[config.mk]
export PLATFORM = sky130hd
export DESIGN_NAME = uart_rx_fifo
export DESIGN_NICKNAME = d
export VERILOG_FILES = /design/src/rtl/uart_pkg.sv /design/src/rtl/sync_fifo.sv /design/src/rtl/uart_rx_fifo.sv
export SDC_FILE = /design/constraint.sdc
export NUM_CORES = 1
export LEC_CHECK = 0
export BUFFER_PORTS_ARGS = -buffer_cell sky130_fd_sc_hd__buf_2
export CELL_PAD_IN_SITES_DETAIL_PLACEMENT = 1
export CELL_PAD_IN_SITES_GLOBAL_PLACEMENT = 1
export CORE_MARGIN = 8
export CORE_UTILIZATION = 35
export DETAILED_ROUTE_END_ITERATION = 8
export PLACE_DENSITY = 0.6
export SLEW_MARGIN = 20
export SYNTH_ARGS = -nofsm -noshare
export SYNTH_HDL_FRONTEND = slang
export SYNTH_HIERARCHICAL = 1
export SYNTH_SLANG_ARGS = --single-unit
export TNS_END_PERCENT = 1
[constraint.sdc]
create_clock -name clk -period 3.2 [get_ports clk]
set_clock_uncertainty 0.15 [all_clocks]
set_input_delay 0.32 -clock clk [delete_from_list [all_inputs] [get_ports clk]]
set_output_delay 0.32 -clock clk [all_outputs]
set_load 0.02 [all_outputs]
[src/rtl/uart_pkg.sv]
// Shared UART definitions: receiver FSM state encoding and 8N1 frame constants.
package uart_pkg;

  // Default oversampling: 3.6864 MHz system clock / 115200 baud.
  localparam int CLKS_PER_BIT_DEF = 32;

  // 8N1 frame: one start bit, eight data bits, one stop bit.
  localparam int DATA_BITS  = 8;
  localparam int FRAME_BITS = DATA_BITS + 2;

  typedef enum logic [2:0] {
    ST_IDLE      = 3'd0,
    ST_START     = 3'd1,
    ST_DATA      = 3'd2,
    ST_STOP      = 3'd3,
    ST_WAIT_IDLE = 3'd4
  } rx_state_e;

endpackage

[src/rtl/sync_fifo.sv]
// Single-clock show-ahead FIFO. The head entry is always presented on
// pop_data_o; a push while full is accepted only when a pop frees a slot in
// the same cycle. Storage is not reset; pop_data_o reads 0 while empty.
module sync_fifo #(
  parameter int WIDTH = 8,
  parameter int DEPTH = 16
) (
  input  logic                       clk,
  input  logic                       rst_n,
  input  logic                       push_i,
  input  logic [WIDTH-1:0]           push_data_i,
  input  logic                       pop_i,
  output logic [WIDTH-1:0]           pop_data_o,
  output logic                       full_o,
  output logic                       empty_o,
  output logic [$clog2(DEPTH):0]     count_o,
  output logic [$clog2(DEPTH):0]     count_next_o
);

  localparam int PTR_W   = $clog2(DEPTH);
  localparam int COUNT_W = PTR_W + 1;

  logic [WIDTH-1:0]   mem_q [DEPTH];
  logic [PTR_W-1:0]   wr_ptr_q, wr_ptr_d;
  logic [PTR_W-1:0]   rd_ptr_q, rd_ptr_d;
  logic [COUNT_W-1:0] count_q, count_d;
  logic               do_push, do_pop;

  assign full_o  = (count_q == COUNT_W'(DEPTH));
  assign empty_o = (count_q == '0);

  // A pop on an empty FIFO is ignored; a full FIFO still accepts a push
  // when the same cycle pops the head.
  assign do_pop  = pop_i && !empty_o;
  assign do_push = push_i && (!full_o || do_pop);

  // Next pointers and fill level; pointers wrap naturally (DEPTH is 2^n).
  always_comb begin
    wr_ptr_d = wr_ptr_q;
    rd_ptr_d = rd_ptr_q;
    count_d  = count_q;
    if (do_push) wr_ptr_d = wr_ptr_q + 1'b1;
    if (do_pop)  rd_ptr_d = rd_ptr_q + 1'b1;
    case ({do_push, do_pop})
      2'b10:   count_d = count_q + 1'b1;
      2'b01:   count_d = count_q - 1'b1;
      default: count_d = count_q;
    endcase
  end

  // Pointer and fill-level registers.
  always_ff @(posedge clk or negedge rst_n) begin
    if (!rst_n) begin
      wr_ptr_q <= '0;
      rd_ptr_q <= '0;
      count_q  <= '0;
    end else begin
      wr_ptr_q <= wr_ptr_d;
      rd_ptr_q <= rd_ptr_d;
      count_q  <= count_d;
    end
  end

  // Storage write; no reset needed since reads are gated by empty_o.
  always_ff @(posedge clk) begin
    if (do_push) mem_q[wr_ptr_q] <= push_data_i;
  end

  assign pop_data_o   = empty_o ? '0 : mem_q[rd_ptr_q];
  assign count_o      = count_q;
  assign count_next_o = count_d;

endmodule

[src/rtl/uart_rx_fifo.sv]
// UART 8N1 receiver feeding a show-ahead FIFO, with sticky frame/overrun
// flags and an RTS flow-control output that holds the host off once the
// FIFO reaches RTS_THRESH entries.
module uart_rx_fifo
  import uart_pkg::*;
#(
  parameter int CLKS_PER_BIT = CLKS_PER_BIT_DEF,
  parameter int DEPTH        = 16,
  parameter int RTS_THRESH   = 12
) (
  input  logic                    clk,
  input  logic                    rst_n,
  input  logic                    rx,
  output logic                    rts,
  output logic [7:0]              rd_data,
  output logic                    rd_valid,
  input  logic                    rd_pop,
  output logic [$clog2(DEPTH):0]  count,
  output logic                    frame_err,
  output logic                    overrun,
  input  logic                    err_clr,
  output rx_state_e               dbg_state
);

  localparam int COUNT_W = $clog2(DEPTH) + 1;
  localparam int CNT_W   = $clog2(CLKS_PER_BIT);
  localparam logic [CNT_W-1:0] HALF_LAST = CNT_W'(CLKS_PER_BIT / 2 - 1);
  localparam logic [CNT_W-1:0] BIT_LAST  = CNT_W'(CLKS_PER_BIT - 1);

  // Handshake: rd_valid means the FIFO head is on rd_data; a cycle with
  // rd_pop=1 and rd_valid=1 consumes exactly that byte at the next edge,
  // and rd_pop with rd_valid=0 has no effect.

  logic              rx_meta_q, rx_s;
  rx_state_e         state_q, state_d;
  logic [CNT_W-1:0]  clk_cnt_q, clk_cnt_d;
  logic [2:0]        bit_cnt_q, bit_cnt_d;
  logic [7:0]        shift_q, shift_d;
  logic              rx_push, ferr_set, ovr_set;
  logic              frame_err_q, overrun_q, rts_q;
  logic              fifo_full, fifo_empty;
  logic [COUNT_W-1:0] count_next;

  // Two-flop synchronizer for the asynchronous serial input, idling high.
  always_ff @(posedge clk or negedge rst_n) begin
    if (!rst_n) begin
      rx_meta_q <= 1'b1;
      rx_s      <= 1'b1;
    end else begin
      rx_meta_q <= rx;
      rx_s      <= rx_meta_q;
    end
  end

  // Receiver state and bit-timing registers; reset drops any partial frame.
  always_ff @(posedge clk or negedge rst_n) begin
    if (!rst_n) begin
      state_q   <= ST_IDLE;
      clk_cnt_q <= '0;
      bit_cnt_q <= '0;
      shift_q   <= '0;
    end else begin
      state_q   <= state_d;
      clk_cnt_q <= clk_cnt_d;
      bit_cnt_q <= bit_cnt_d;
      shift_q   <= shift_d;
    end
  end

  // Next-state logic: confirm the start bit at mid-bit, then sample each
  // following bit one full bit period later.
  always_comb begin
    state_d   = state_q;
    clk_cnt_d = clk_cnt_q + 1'b1;
    bit_cnt_d = bit_cnt_q;
    shift_d   = shift_q;
    case (state_q)
      ST_IDLE: begin
        clk_cnt_d = '0;
        bit_cnt_d = '0;
        if (!rx_s) state_d = ST_START;
      end
      ST_START: begin
        if (clk_cnt_q == HALF_LAST) begin
          clk_cnt_d = '0;
          state_d   = rx_s ? ST_IDLE : ST_DATA;
        end
      end
      ST_DATA: begin
        if (clk_cnt_q == BIT_LAST) begin
          clk_cnt_d = '0;
          shift_d   = {rx_s, shift_q[7:1]};
          bit_cnt_d = bit_cnt_q + 1'b1;
          if (bit_cnt_q == 3'd7) state_d = ST_STOP;
        end
      end
      ST_STOP: begin
        if (clk_cnt_q == BIT_LAST) begin
          clk_cnt_d = '0;
          state_d   = rx_s ? ST_IDLE : ST_WAIT_IDLE;
        end
      end
      ST_WAIT_IDLE: begin
        // A held-low line (break) must go high before a new frame may start.
        clk_cnt_d = '0;
        if (rx_s) state_d = ST_IDLE;
      end
      default: state_d = ST_IDLE;
    endcase
  end

  // Output decode: push or flag a framing error on the stop-sample cycle.
  always_comb begin
    rx_push  = 1'b0;
    ferr_set = 1'b0;
    if (state_q == ST_STOP && clk_cnt_q == BIT_LAST) begin
      rx_push  = rx_s;
      ferr_set = !rx_s;
    end
  end

  // A push is dropped only when the FIFO is full and nothing pops this cycle.
  assign ovr_set = rx_push && fifo_full && !rd_pop;

  // Sticky error flags; a same-cycle set beats err_clr.
  always_ff @(posedge clk or negedge rst_n) begin
    if (!rst_n) begin
      frame_err_q <= 1'b0;
      overrun_q   <= 1'b0;
    end else begin
      if (ferr_set)     frame_err_q <= 1'b1;
      else if (err_clr) frame_err_q <= 1'b0;
      if (ovr_set)      overrun_q   <= 1'b1;
      else if (err_clr) overrun_q   <= 1'b0;
    end
  end

  // Registered flow control from the fill level the FIFO is moving to, so
  // RTS rises on the same edge the threshold is reached.
  always_ff @(posedge clk or negedge rst_n) begin
    if (!rst_n) rts_q <= 1'b1;
    else        rts_q <= (count_next >= COUNT_W'(RTS_THRESH));
  end

  sync_fifo #(
    .WIDTH (8),
    .DEPTH (DEPTH)
  ) u_fifo (
    .clk          (clk),
    .rst_n        (rst_n),
    .push_i       (rx_push),
    .push_data_i  (shift_q),
    .pop_i        (rd_pop),
    .pop_data_o   (rd_data),
    .full_o       (fifo_full),
    .empty_o      (fifo_empty),
    .count_o      (count),
    .count_next_o (count_next)
  );

  assign rd_valid  = !fifo_empty;
  assign frame_err = frame_err_q;
  assign overrun   = overrun_q;
  assign rts       = rts_q;
  assign dbg_state = state_q;

endmodule
==> impl_metrics.toml <==
[power]
switching_power_mw = 2.00
clockPowerShare = 0.321
fraction_of_power_consumed_by_combinational_cells = 0.263
seqPwrFrac = 0.416
power.density_cell_area_mw_per_mm2 = 777
power.internal_mw = 4.27
worst_ir_drop_vdd_v = 0.000400
static-leakage-power_nw = 3.06
power_switching_share = 0.319

[clocking]
clock-sinks = 165
worst_setup_hold_path_clk_slew_ns = 0.06
clockRootBuffer = "sky130_fd_sc_hd__clkbuf_16"
h-tree-depth = 4
clock_tree_from_tritoncts = "built"
clk_latency_ns = 0.42
postCtsSetupBuffers = 0
numCtsBuffers = 17
max-clock-path-buffers = 2

[hold_path]
hold_path_startpoint = "rd_pop"
timing.hold.worst_endpoint = "overrun"
hold_path_depth = 2
hp-class = "in -> reg"

[placed_design]
dpl_worst_slack_ns = 0.0674
place.detailed.hpwl_mm = 9.50
gp_congestion = 0.776
io_buffers = 24
placedInstanceArea_sq_mm = 0.00744

[sta]
final-setup-viol-count = 0
timing_hold_violations_final = 0
slew-limit-headroom = 0.402
grt_setup_unrepaired = "false"
worst_slew_pin_slew_ns = 0.889
layout_min_cycle_time_ns = 3.05
worst_hold_slack_ns = 0.0476
total_negative_slack_ns = 0
period_share = 0.954
setup_ws_ns = 0.147
slew_viol_final = 0
maxClockFrequency_mhz = 327

[yosys]
synth_enable_flop_cells = 128
yosys-mux-area-fraction = 0.139
synth_compound_gate_area_share = 0.0456
flop_and_latch_count_out_of_synthesis = 165
share_of_synthesized_flip_flops_with_an_asynchronous_set_or_reset = 0.224
synth_xor_area_frac = 0.0153
synthesis.nets = 409
ys_warn_count = 6
synthesis.area_sq_mm = 0.00689
dominant_combinational_cell_family_by_area_after_synthesis = "multiplexers"
post_synth_fa_ha_maj_area_fraction = 0.0247
ys_types = 49
synth-seq-area-share = 0.693
synth-simple-area-share = 0.0616
yosys_most_used_dff = "sky130_fd_sc_hd__edfxtp_1"
avgSynthCellArea_sq_um = 17.6
synthesis.instances = 391

[worst_setup_path]
ff2ff_setup_slack_ns = 0.15
r2r-start = "u_fifo/count_o[2]"
timing.critical_path.fanout_max = 5
timing.rr.end = "rts"
timing.critical_path.required_ns = 3.41
criticalPathCategory = "reg -> reg"
worstPathArrival_ns = 3.26
timing.critical_path.from_type = "flip-flop"
critical_path.endpoint_type = "flip-flop"
worst-r2r-cell-count = 9

[route]
drt-total-wl_mm = 14.5
vias = 3560
drt_pre_antenna_iters = 4
drtAntennaViolNets = 0
avgRoutedWirePerCell_microns = 20.2
routed_via_density = 4.96
first_iter_violations = 187
route.detailed.drc = 0

[cells_and_area]
final_layout_size_suffix_gt1_frac = 0.309
final_area_sq_mm = 0.00807
flow.area_growth_from_synthesis_pct = 17.2
final_cell_mix = "sky130_fd_sc_hd__edfxtp_1 (128), sky130_fd_sc_hd__mux4_2 (32), sky130_fd_sc_hd__dfrtp_1 (31)"
nets = 458
final_common_cell = "sky130_fd_sc_hd__edfxtp_1"
layout.area.seq_sq_mm = 0.00478
multi_input_area_sq_mm = 0.00199
postLayoutCoreUtil = 0.416
filler_cell_count = 1921
diodes = 0

[run]
timing.max_cap.violations = 0

[global_route]
grt_pass1_vias = 3867
grt_pass1_wl_mm = 22.8
number_of_antenna_violations_at_the_first_check_in_global_routing = 0
grt_max_degree = 38
grt_util_all_layers = 0.127
grt_residual_overflow = 0

[die]
die_height_microns = 156
floorplan.initialDensity = 0.355
dieArea_sq_mm = 0.0244
boundaryPins = 25
core_area_sq_mm = 0.0194
die_w_microns = 156
number_of_placement_rows = 51

[run_status]
status = "completed"
[cell type report]
type | instances | share of cell area
clock buffers | 17 | 0.0527
clock inverters | 15 | 0.0208
inverters | 13 | 0.00605
multi-input cells | 193 | 0.246
flip-flops and latches | 165 | 0.592
well taps | 265 | 0.0411
repair buffers | 50 | 0.0415
[flip-flops by register name (all words and copies together) (netlist names), 3 cells and up]
name and flops:
dbg_state 3, clk_cnt_q 5, shift_q 8, u_fifo/wr_ptr_q 4, u_fifo/count_o 5, bit_cnt_q 3, u_fifo/mem_q 128, u_fifo/rd_ptr_q 4
[how the worst max path moves through the flow]
stage,start,to,slack [ns]
finish,u_fifo/count_o[2],rts,0.15
global route,clk_cnt_q[0],rts,0.001
CTS,u_fifo/count_o[2],rts,0.05
detailed placement,u_fifo/count_o[2],rts,0.07
global placement,u_fifo/count_o[0],rts,0.14
floorplan,u_fifo/count_o[0],rts,0.01
[cells in the mapped netlist, types with 2 or more instances]
master,instances,share of area
sky130_fd_sc_hd__nand2b_1,3,0.0027
sky130_fd_sc_hd__buf_2,10,0.0073
sky130_fd_sc_hd__nand2_1,6,0.0033
sky130_fd_sc_hd__mux4_2,32,0.10
sky130_fd_sc_hd__dfstp_2,3,0.011
sky130_fd_sc_hd__mux2i_1,8,0.012
sky130_fd_sc_hd__nor2_1,17,0.0093
sky130_fd_sc_hd__and2_1,9,0.0082
sky130_fd_sc_hd__edfxtp_1,128,0.56
sky130_fd_sc_hd__nand3_1,8,0.0058
sky130_fd_sc_hd__dfrtp_1,34,0.12
sky130_fd_sc_hd__a21o_1,3,0.0033
sky130_fd_sc_hd__buf_1,4,0.0022
sky130_fd_sc_hd__nor2b_1,8,0.0073
sky130_fd_sc_hd__clkbuf_1,4,0.0022
sky130_fd_sc_hd__o21a_1,2,0.0022
sky130_fd_sc_hd__o32ai_1,2,0.0025
sky130_fd_sc_hd__xor2_1,6,0.0076
sky130_fd_sc_hd__o21ai_0,6,0.0044
sky130_fd_sc_hd__a21oi_1,5,0.0036
sky130_fd_sc_hd__nor4_1,5,0.0045
sky130_fd_sc_hd__nor3b_1,2,0.0022
sky130_fd_sc_hd__inv_1,13,0.0071
sky130_fd_sc_hd__nand4_1,4,0.0036
sky130_fd_sc_hd__mux2_2,14,0.023
sky130_fd_sc_hd__xnor2_1,6,0.0076
sky130_fd_sc_hd__ha_1,12,0.022
sky130_fd_sc_hd__a211oi_1,16,0.017
[what timing repair did]
action | 4_1_cts | 5_1_grt
hold endpoints to repair | 37 | 0
hold buffers | 3 | 0
gates resized for setup | 0 | 2
setup endpoints to repair | 0 | 2
[power by group through the flow]
stage / combinational [mW] / sequential (mW) / clock [mW]
after floorplan: 1.19 / 2.60 / 0
after global placement: 1.63 / 2.65 / 0
after detailed placement: 1.66 / 2.66 / 0
after CTS: 1.67 / 2.62 / 2.07
after global routing: 1.81 / 2.64 / 2.15
final: 1.65 / 2.61 / 2.02
[logic make-up after synthesis]
logic type | count (synthesis)
buf+inv | 33
xor+xnor | 12
mux | 54
fa+ha+maj | 13
flops | 165
simple gates | 71
compound gates | 43
[metrics by stage]
| step | cells | total power [mW] |
|---|---|---|
| finish | 718 | 6.27 |
| global route | 718 | 6.61 |
| CTS | 718 | 6.35 |
| detailed placement | 683 | 4.32 |
| global placement | 683 | 4.28 |
| floorplan | 391 | 3.78 |
[metal layers]
metal	vias up	wire length, microns	track usage
met1	1861	6940	0.167
met5	-	0	0
met2	48	6940	0.200
met3	12	498	0.0356
met4	0	151	0.0412
li1	1639	-	-
[critical path: stages, from the launching register on]
cell                      delay [ns]
sky130_fd_sc_hd__dfrtp_1        0.43
sky130_fd_sc_hd__or4_4          0.54
sky130_fd_sc_hd__o21ai_4        0.15
sky130_fd_sc_hd__nor2_1         0.11
sky130_fd_sc_hd__fa_1           0.41
sky130_fd_sc_hd__a21o_1         0.21
sky130_fd_sc_hd__a21oi_4        0.18
sky130_fd_sc_hd__mux2_2         0.35
sky130_fd_sc_hd__a211o_1        0.30
sky130_fd_sc_hd__a21o_1         0.15
No activity file was read; power rests on OpenSTA's default activity.
